**src/rtl/mem_port_arbiter_if.sv**
```systemverilog
// Bus bundle between the pipeline requesters, the unified RAM and the arbiter.
// The slave side is the arbiter. The master side is the surrounding core and RAM.
interface mem_port_arbiter_if #(
   parameter int AW = 8,
   parameter int DW = 8
);
   logic          if_req;
   logic [AW-1:0] if_addr;
   logic          if_gnt;
   logic          if_stall;
   logic          if_rvalid;
   logic          mem_req;
   logic          mem_we;
   logic [AW-1:0] mem_addr;
   logic [DW-1:0] mem_wdata;
   logic          mem_gnt;
   logic          mem_rvalid;
   logic          vec_req;
   logic          vec_gnt;
   logic [DW-1:0] rdata;
   logic          pc_load;
   logic [DW-1:0] pc_load_val;
   logic          boot_done;
   logic          ram_en;
   logic          ram_we;
   logic [AW-1:0] ram_addr;
   logic [DW-1:0] ram_wdata;
   logic [DW-1:0] ram_rdata;

   modport slave (
      input  if_req, if_addr, mem_req, mem_we, mem_addr, mem_wdata, vec_req, ram_rdata,
      output if_gnt, if_stall, if_rvalid, mem_gnt, mem_rvalid, vec_gnt, rdata,
             pc_load, pc_load_val, boot_done, ram_en, ram_we, ram_addr, ram_wdata
   );

   modport master (
      output if_req, if_addr, mem_req, mem_we, mem_addr, mem_wdata, vec_req, ram_rdata,
      input  if_gnt, if_stall, if_rvalid, mem_gnt, mem_rvalid, vec_gnt, rdata,
             pc_load, pc_load_val, boot_done, ram_en, ram_we, ram_addr, ram_wdata
   );
endinterface

```
**src/rtl/mem_port_arbiter.sv**
```systemverilog
// Single-port RAM arbiter for fetch, MEM stage and interrupt vector reads.
// It also performs the post-reset boot read that loads the PC.
module mem_port_arbiter #(
   parameter int            AW         = 8,
   parameter int            DW         = 8,
   parameter logic [AW-1:0] BOOT_ADDR  = AW'(0),
   parameter logic [AW-1:0] INT_ADDR   = AW'(1),
   parameter int            STARVE_MAX = 4
) (
   input logic              clk,
   input logic              rst,
   mem_port_arbiter_if.slave bus
);

   localparam logic [1:0] ST_BOOT      = 2'd0;
   localparam logic [1:0] ST_BOOT_WAIT = 2'd1;
   localparam logic [1:0] ST_RUN       = 2'd2;

   localparam logic [1:0] TAG_NONE = 2'd0;
   localparam logic [1:0] TAG_IF   = 2'd1;
   localparam logic [1:0] TAG_MEM  = 2'd2;
   localparam logic [1:0] TAG_VEC  = 2'd3;

   localparam int CW = $clog2(STARVE_MAX + 1);

   logic [1:0]    state;
   logic [1:0]    tag;
   logic [CW-1:0] count;
   logic          boot_done_r;
   logic          starved;

   assign starved = (count == CW'(STARVE_MAX));

   // Grant selection: vector beats MEM, and MEM yields to a starved fetch
   always_comb begin
      bus.vec_gnt  = 1'b0;
      bus.mem_gnt  = 1'b0;
      bus.if_gnt   = 1'b0;
      bus.ram_en   = 1'b0;
      bus.ram_we   = 1'b0;
      bus.ram_addr = bus.if_addr;
      case (state)
         ST_BOOT: begin
            bus.ram_en   = ~rst;
            bus.ram_addr = BOOT_ADDR;
         end
         ST_RUN: begin
            if (bus.vec_req) begin
               bus.vec_gnt  = 1'b1;
               bus.ram_en   = 1'b1;
               bus.ram_addr = INT_ADDR;
            end else if (bus.mem_req && !(starved && bus.if_req)) begin
               bus.mem_gnt  = 1'b1;
               bus.ram_en   = 1'b1;
               bus.ram_we   = bus.mem_we;
               bus.ram_addr = bus.mem_addr;
            end else if (bus.if_req) begin
               bus.if_gnt   = 1'b1;
               bus.ram_en   = 1'b1;
            end
         end
         default: ;
      endcase
   end

   assign bus.if_stall    = bus.if_req & ~bus.if_gnt;
   assign bus.ram_wdata   = bus.mem_wdata;
   assign bus.rdata       = bus.ram_rdata;
   assign bus.pc_load_val = bus.ram_rdata;
   assign bus.if_rvalid   = (tag == TAG_IF);
   assign bus.mem_rvalid  = (tag == TAG_MEM);
   assign bus.pc_load     = (state == ST_BOOT_WAIT) || (tag == TAG_VEC);
   assign bus.boot_done   = boot_done_r;

   // Async reset drops any in-flight return tag so no stale strobe follows
   always_ff @(posedge clk or posedge rst) begin
      if (rst) begin
         state       <= ST_BOOT;
         tag         <= TAG_NONE;
         count       <= '0;
         boot_done_r <= 1'b0;
      end else begin
         case (state)
            ST_BOOT:      state <= ST_BOOT_WAIT;
            ST_BOOT_WAIT: begin
               state       <= ST_RUN;
               boot_done_r <= 1'b1;
            end
            ST_RUN:       state <= ST_RUN;
            default:      state <= ST_BOOT;
         endcase

         if (bus.vec_gnt)
            tag <= TAG_VEC;
         else if (bus.mem_gnt && !bus.mem_we)
            tag <= TAG_MEM;
         else if (bus.if_gnt)
            tag <= TAG_IF;
         else
            tag <= TAG_NONE;

         if ((state == ST_RUN) && bus.if_req && !bus.if_gnt) begin
            if (!starved)
               count <= count + 1'b1;
         end else if (bus.if_gnt || !bus.if_req) begin
            count <= '0;
         end
      end
   end

endmodule

```
**src/flat_wrapper.sv**
```systemverilog
// flat-port wrapper written by rule: the top's interface ports become plain ports
module mem_port_arbiter_flat 
#(
   parameter int            AW         = 8,
   parameter int            DW         = 8,
   parameter logic [AW-1:0] BOOT_ADDR  = AW'(0),
   parameter logic [AW-1:0] INT_ADDR   = AW'(1),
   parameter int            STARVE_MAX = 4
)
  (clk, rst, bus_if_req, bus_if_addr, bus_mem_req, bus_mem_we, bus_mem_addr, bus_mem_wdata, bus_vec_req, bus_ram_rdata, bus_if_gnt, bus_if_stall, bus_if_rvalid, bus_mem_gnt, bus_mem_rvalid, bus_vec_gnt, bus_rdata, bus_pc_load, bus_pc_load_val, bus_boot_done, bus_ram_en, bus_ram_we, bus_ram_addr, bus_ram_wdata);
  mem_port_arbiter_if #(.AW(AW), .DW(DW)) bus_i ();
  input logic clk;
  input logic rst;
  input wire logic [$bits(bus_i.if_req)-1:0] bus_if_req;
  input wire logic [$bits(bus_i.if_addr)-1:0] bus_if_addr;
  input wire logic [$bits(bus_i.mem_req)-1:0] bus_mem_req;
  input wire logic [$bits(bus_i.mem_we)-1:0] bus_mem_we;
  input wire logic [$bits(bus_i.mem_addr)-1:0] bus_mem_addr;
  input wire logic [$bits(bus_i.mem_wdata)-1:0] bus_mem_wdata;
  input wire logic [$bits(bus_i.vec_req)-1:0] bus_vec_req;
  input wire logic [$bits(bus_i.ram_rdata)-1:0] bus_ram_rdata;
  output wire logic [$bits(bus_i.if_gnt)-1:0] bus_if_gnt;
  output wire logic [$bits(bus_i.if_stall)-1:0] bus_if_stall;
  output wire logic [$bits(bus_i.if_rvalid)-1:0] bus_if_rvalid;
  output wire logic [$bits(bus_i.mem_gnt)-1:0] bus_mem_gnt;
  output wire logic [$bits(bus_i.mem_rvalid)-1:0] bus_mem_rvalid;
  output wire logic [$bits(bus_i.vec_gnt)-1:0] bus_vec_gnt;
  output wire logic [$bits(bus_i.rdata)-1:0] bus_rdata;
  output wire logic [$bits(bus_i.pc_load)-1:0] bus_pc_load;
  output wire logic [$bits(bus_i.pc_load_val)-1:0] bus_pc_load_val;
  output wire logic [$bits(bus_i.boot_done)-1:0] bus_boot_done;
  output wire logic [$bits(bus_i.ram_en)-1:0] bus_ram_en;
  output wire logic [$bits(bus_i.ram_we)-1:0] bus_ram_we;
  output wire logic [$bits(bus_i.ram_addr)-1:0] bus_ram_addr;
  output wire logic [$bits(bus_i.ram_wdata)-1:0] bus_ram_wdata;
  assign bus_i.if_req = bus_if_req;
  assign bus_i.if_addr = bus_if_addr;
  assign bus_i.mem_req = bus_mem_req;
  assign bus_i.mem_we = bus_mem_we;
  assign bus_i.mem_addr = bus_mem_addr;
  assign bus_i.mem_wdata = bus_mem_wdata;
  assign bus_i.vec_req = bus_vec_req;
  assign bus_i.ram_rdata = bus_ram_rdata;
  assign bus_if_gnt = bus_i.if_gnt;
  assign bus_if_stall = bus_i.if_stall;
  assign bus_if_rvalid = bus_i.if_rvalid;
  assign bus_mem_gnt = bus_i.mem_gnt;
  assign bus_mem_rvalid = bus_i.mem_rvalid;
  assign bus_vec_gnt = bus_i.vec_gnt;
  assign bus_rdata = bus_i.rdata;
  assign bus_pc_load = bus_i.pc_load;
  assign bus_pc_load_val = bus_i.pc_load_val;
  assign bus_boot_done = bus_i.boot_done;
  assign bus_ram_en = bus_i.ram_en;
  assign bus_ram_we = bus_i.ram_we;
  assign bus_ram_addr = bus_i.ram_addr;
  assign bus_ram_wdata = bus_i.ram_wdata;
  mem_port_arbiter #(.AW(AW), .DW(DW), .BOOT_ADDR(BOOT_ADDR), .INT_ADDR(INT_ADDR), .STARVE_MAX(STARVE_MAX)) u_core (.clk(clk), .rst(rst), .bus(bus_i));
endmodule
```
**config.mk**
```make
export PLATFORM = sky130hd
export DESIGN_NAME = mem_port_arbiter_flat
export DESIGN_NICKNAME = d
export VERILOG_FILES = /design/src/rtl/mem_port_arbiter_if.sv /design/src/rtl/mem_port_arbiter.sv /design/src/flat_wrapper.sv
export SDC_FILE = /design/constraint.sdc
export NUM_CORES = 1
export LEC_CHECK = 0
export BUFFER_PORTS_ARGS = -buffer_cell sky130_fd_sc_hd__buf_2
export CAP_MARGIN = 20
export CELL_PAD_IN_SITES_DETAIL_PLACEMENT = 1
export CELL_PAD_IN_SITES_GLOBAL_PLACEMENT = 1
export CORE_MARGIN = 5
export CORE_UTILIZATION = 21
export DETAILED_ROUTE_END_ITERATION = 10
export GPL_TIMING_DRIVEN = 0
export PLACE_DENSITY = 0.85
export SLEW_MARGIN = 25
export SYNTH_ARGS = -nofsm -noshare
export SYNTH_HDL_FRONTEND = slang
export SYNTH_SLANG_ARGS = --single-unit
```
**constraint.sdc**
```tcl
create_clock -name clk -period 1.35 [get_ports clk]
set_input_delay 0.135 -clock clk [delete_from_list [all_inputs] [get_ports clk]]
set_output_delay 0.135 -clock clk [all_outputs]
set_load 0.1 [all_outputs]
```
==> results of run 1 <==
-- cell families after synthesis --
| logic type | synth area share |
|---|---|
| adders and majority gates | 0.0749 |
| muxes | 0.0120 |
| buffers and inverters | 0.296 |
| DFF | 0.240 |
| AOI/OAI and AO/OA | 0.222 |
| and+or+nand+nor | 0.156 |
-- what timing repair did --
| item | CTS | global route |
|---|---|---|
| hold buffers | 1 | 0 |
| endpoints found under the setup margin | 18 | 19 |
| endpoints found under the hold margin | 8 | 0 |
| setup buffers | 10 | 9 |
| pin swaps | 10 | 10 |
| resized for setup | 85 | 4 |
-- worst min-delay path by stage --
| stage | to | slack [ps] | cells after the start |
|---|---|---|---|
| final | u_core.tag[0] | 210 | 2 |
| after global placement | u_core.tag[1] | 120 | 2 |
| after CTS | u_core.tag[0] | 190 | 2 |
| after detailed placement | u_core.tag[1] | 130 | 2 |
| after global routing | u_core.tag[0] | 230 | 2 |
| after floorplan | u_core.bus.boot_done | -50 | 1 |
-- final cells by class --
type / instances / share of cell area
timing repair buffer: 81 / 0.371
sequential: 8 / 0.104
buffer: 27 / 0.111
tap: 50 / 0.0326
multi-input combinational: 50 / 0.340
inverter: 10 / 0.0195
clock buffer: 3 / 0.0215
-- metal layers --
metal	up-vias	wire length [um]
met3	7	365
met4	0	83
met1	460	1350
li1	476	-
met5	-	0
met2	62	2150
-- through the flow --
stage          TNS (ps)  cell area (um^2)  setup slack (ps)  hold slack (ps)
6_report          -6850              1920              -558              210
5_1_grt           -8000              1920              -614              226
4_1_cts           -6390              1830              -586              194
3_5_place_dp      -8300              1370              -859              131
3_3_place_gp      -7590              1370              -792              119
2_1_floorplan     -7050               997              -807            -49.3
-- worst max-delay path, stage by stage, from the launching register on --
cell and delay [ps]:
dfrtp_1 380, inv_2 80, ha_4 140, buf_8 120
nand3b_1 140, nor2_4 200, buf_12 140, a32o_4 150
buf_12 170
-- cells in the final DEF (no fill, tap or decap), types with 2 or more instances in the layout --
cell	synthesis	layout
ha_4	0	3
and2_4	0	2
a32o_4	0	7
buf_6	2	5
inv_1	10	5
inv_2	0	5
o21ai_4	0	2
or2_2	2	2
buf_12	0	16
nor3_4	0	2
clkbuf_8	0	3
nor2b_2	0	2
buf_4	25	39
nand2b_1	2	2
buf_2	0	45
dfrtp_1	8	8
nor2_4	0	2
-- power by group --
part           total [W]  switching [W]  leakage (nW)  internal, W
Combinational   0.000984       0.000681         0.795     0.000303
Sequential      0.000259     0.00000865        0.0936     0.000250
Clock           0.000298       0.000104        0.0216     0.000194
Total            0.00154       0.000794         0.910     0.000747
-- registers in the layout, summed over array words and instances (netlist names) --
name and count:
u_core.bus.boot_done 1, u_core.count 3, u_core.state 2, u_core.tag 2
==> flow_metrics.tcl, run 1 <==
set metrics [dict create \
    power.density_nw_per_um2 802 \
    period_needed_ps 1910 \
    antenna_found_initial 0 \
    synthFlopType "dfrtp_1" \
    hold_class "input pin to register" \
    worstSetupStartpoint "u_core.state[0]" \
    yosys_warnings 0 \
    hpwl_um 2500 \
    min_from "bus_vec_req" \
    setup_viol 19 \
    final_core_util 0.487 \
    synth_edf_count 0 \
    rsz0062_at_grt "yes" \
    syn2layout_area_growth_pct 130 \
    rows 23 \
    setup_ws_ps -558 \
    instances_no_fill 229 \
    grt_pass1_wl_um 5720 \
    cp_data_required_time_ps 1220 \
    start_util 0.212 \
    drive_gt1_frac 0.838 \
    seq_area_frac_synth 0.240 \
    clock-sinks 8 \
    portBuffers 61 \
    ff_latch_area_um2 200 \
    grtUsageTotal 0.143 \
    synth_area_leaders "dfrtp_1 24%, buf_4 22%, a32o_1 8.4%" \
    busiest_layer "met2" \
    final.period_utilization 1.41 \
    yosys-top-cells-count "25 x buf_4, 10 x inv_1, 8 x dfrtp_1, 7 x a32o_1, 5 x ha_1" \
    worstMarginPinSlew_ps 504 \
    first_iter_violations 7 \
    cellLeakagePower_nw 0.910 \
    grt_max_degree 11 \
    synth_nets 138 \
    clock_latency_ps 230 \
    vias_per_cell 4.39 \
    clock_path_buffers 2 \
    drt-total-wl_um 3950 \
    maxSlewHeadroom 0.666 \
    timing.rr.start "u_core.state[1]" \
    rr_endpoint "u_core.count[2]" \
    hold_viol_final 0 \
    met1_usage 0.153 \
    post-synth-top-count-cell "buf_4" \
    endpoint "bus_ram_addr[2]" \
    gr-usage-met2 0.269 \
    ff2ff_path_depth 7 \
    critical_path_class "register to output pin" \
    die_h_um 73.1 \
    yosysUniqueCellTypes 33 \
    synthCells 95 \
    io_pins 80 \
    synth_area_um2 836 \
    nets 224 \
    ys_seq_elements 8 \
    wl_per_cell_um 17.3 \
    core_area_um2 3940 \
    cp.arrival_ps 1770 \
    grt_pass1_vias 1110 \
    dr.pass1.iters 4 \
    clk_pin_slew_ps 40 \
    synth_top_area_frac 0.240 \
    dr_total_vias 1005 \
    ant_nets 0 \
    gp_congestion 0.816 \
    fp.dieW_um 73.1 \
    met3_usage 0.0289 \
    fmax_mhz 524 \
    cap_violations 0 \
    multiInputGateArea_um2 653 \
    nFillCells 443 \
    n_antenna_cell 0 \
    async_flop_share 1.00 \
    cts_root_buf "clkbuf_8" \
    synth_area_per_cell_um2 8.80 \
    drcViolationCount 0 \
    cts_htree_levels 1 \
    critPathCaptureType "output pin" \
    place_inst 206 \
    finalMaxSlewViolations 0 \
    r2r_slack_ps -290 \
    synth_top_area_cell "dfrtp_1" \
    grt.overflow.total 0 \
    violations "negative setup slack" \
    cp_max_fo 6 \
    status "complete, but fails checks" \
    startpoint_type "register" \
    peakVddDrop_mv 0.382 \
    dieArea_um2 5340 \
    total_power_w 0.00154 \
    numCtsBuffers 3 \
    skew_ps 0.346 \
    cts_tree "yes" \
]
No activity file was read; power rests on OpenSTA's default activity.
==> run 2, diff against run 1 <==
PLACE_DENSITY = default   (was 0.85)
PLACE_DENSITY_LB_ADDON = 0.1   (was default)
==> flow_metrics.tcl, run 2 (synthesis gave the netlist of run 1 again) <==
set metrics [dict create \
    first_iter_violations 11 \
    maxSlewHeadroom 0.674 \
    holdWs_ps 187 \
    grtUsageTotal 0.133 \
    final_core_util 0.487 \
    cellLeakagePower_nw 0.901 \
    largest_register_ffs 3 \
    drive_gt1_frac 0.840 \
    hold_viol_final 0 \
    dieArea_um2 5340 \
    drt-total-wl_um 3380 \
    hpwl_um 2470 \
    final_cell_mix "44 x buf_2, 35 x buf_4, 16 x buf_12" \
    clock-sinks 8 \
    skew_ps 0.346 \
    met3_usage 0.0523 \
    total_power_w 0.00153 \
    hold_class "input pin to register" \
    startpoint_type "register" \
    numCtsBuffers 3 \
    core_area_um2 3940 \
    timing.rr.start "u_core.state[1]" \
    fmax_mhz 525 \
    wl_per_cell_um 15.0 \
    drcViolationCount 0 \
    gp_congestion 0.688 \
    setup_ws_ps -554 \
    grt_pass1_vias 1119 \
    peakVddDrop_mv 0.318 \
    fp.dieW_um 73.1 \
    rows 23 \
    dp_slack_ps -874 \
    cts_tree "yes" \
    ff_latch_area_um2 200 \
    rsz0062_at_grt "yes" \
    busiest_layer "met2" \
    nFillCells 438 \
    top_register "u_core.count" \
    portBuffers 61 \
    period_needed_ps 1900 \
    cts_root_buf "clkbuf_8" \
    worstSetupStartpoint "u_core.count[0]" \
    grt_pass1_wl_um 5370 \
    start_util 0.212 \
    cap_violations 0 \
    status "complete, but fails checks" \
    critPathCaptureType "output pin" \
    critical_path_class "register to output pin" \
    n_antenna_cell 0 \
    min_from "bus_vec_req" \
    final.period_utilization 1.41 \
    clk_pin_slew_ps 40 \
    cts_htree_levels 1 \
    gr-usage-met2 0.239 \
    finalMaxSlewViolations 0 \
    grt_max_degree 11 \
    dr.pass1.iters 2 \
    syn2layout_area_growth_pct 130 \
    dr_total_vias 986 \
    largest_registers "u_core.count (3), u_core.state (2), u_core.tag (2)" \
    nets 220 \
    cp_max_fo 8 \
    multiInputGateArea_um2 659 \
    cp_cell_sequence "inv_2, ha_4, and3_4, nor2_4, buf_12, a32o_4, buf_12" \
    critPathSlowestCell "dfrtp_1" \
    antenna_found_initial 0 \
    path_common_cell "buf_12" \
    fin_tns_setup_ps -6400 \
    violations "negative setup slack" \
    cp_data_required_time_ps 1220 \
    final_common_cell "buf_2" \
    die_h_um 73.1 \
    io_pins 80 \
    power.density_nw_per_um2 795 \
    cp.arrival_ps 1770 \
    clock_path_buffers 2 \
    worstMarginPinSlew_ps 492 \
    cpPeakStageDelay_ps 390 \
    clock_latency_ps 230 \
    grt.overflow.total 0 \
    vias_per_cell 4.38 \
    setup_viol 16 \
    met1_usage 0.132 \
    ant_nets 0 \
]
[run 2: power breakdown]
part | internal (W) | leakage, nW | switching, W
Combinational | 0.000306 | 0.786 | 0.000667
Clock | 0.000194 | 0.0216 | 0.000101
Sequential | 0.000250 | 0.0936 | 0.00000849
[run 2: metrics by stage]
step / cell area [um^2] / instances
3_3_place_gp: 1370 / 206
3_5_place_dp: 1370 / 206
6_report: 1920 / 225
4_1_cts: 1870 / 223
2_1_floorplan: 997 / 95
5_1_grt: 1920 / 225
[run 2: critical path, delay by kind of cell, from the launching register on]
kind            cells  cell delay, ps
simple gates        2             310
flops               1             390
buf+inv             3             380
compound gates      1             280
fa+ha+maj           1             170
[run 2: timing repair]
item,4_1_cts,5_1_grt
setup buffers,12,4
pin swaps,9,2
endpoints found under the setup margin,18,20
gates cloned,1,0
resized for setup,79,13
hold buffers,1,0
hold endpoints to repair,8,0
[run 2: layout make-up]
class / count / share of cell area
Clock buffer: 3 / 0.0215
Timing Repair Buffer: 77 / 0.365
Sequential cell: 8 / 0.104
Multi-Input combinational cell: 50 / 0.343
Tap cell: 50 / 0.0326
Inverter: 10 / 0.0221
Buffer: 27 / 0.111
[run 2: path summary, 6_finish.rpt]
kind | to | slack [ps] | cells past startpoint
setup / recovery | bus_ram_addr[6] | -550 | 7
hold / removal | u_core.tag[0] | 190 | 2
setup reg to reg | u_core.count[2] | -150 | 6
hold reg to reg | u_core.bus.boot_done | 460 | 1
max in group asynchronous | u_core.count[0] | 690 | 3
min in group asynchronous | u_core.tag[0] | 430 | 3
[run 2: routing by layer]
| metal | share of wire | up-vias |
|---|---|---|
| li1 | - | 465 |
| met1 | 0.35 | 468 |
| met2 | 0.52 | 48 |
| met3 | 0.11 | 5 |
| met4 | 0.019 | 0 |
| met5 | 0 | - |
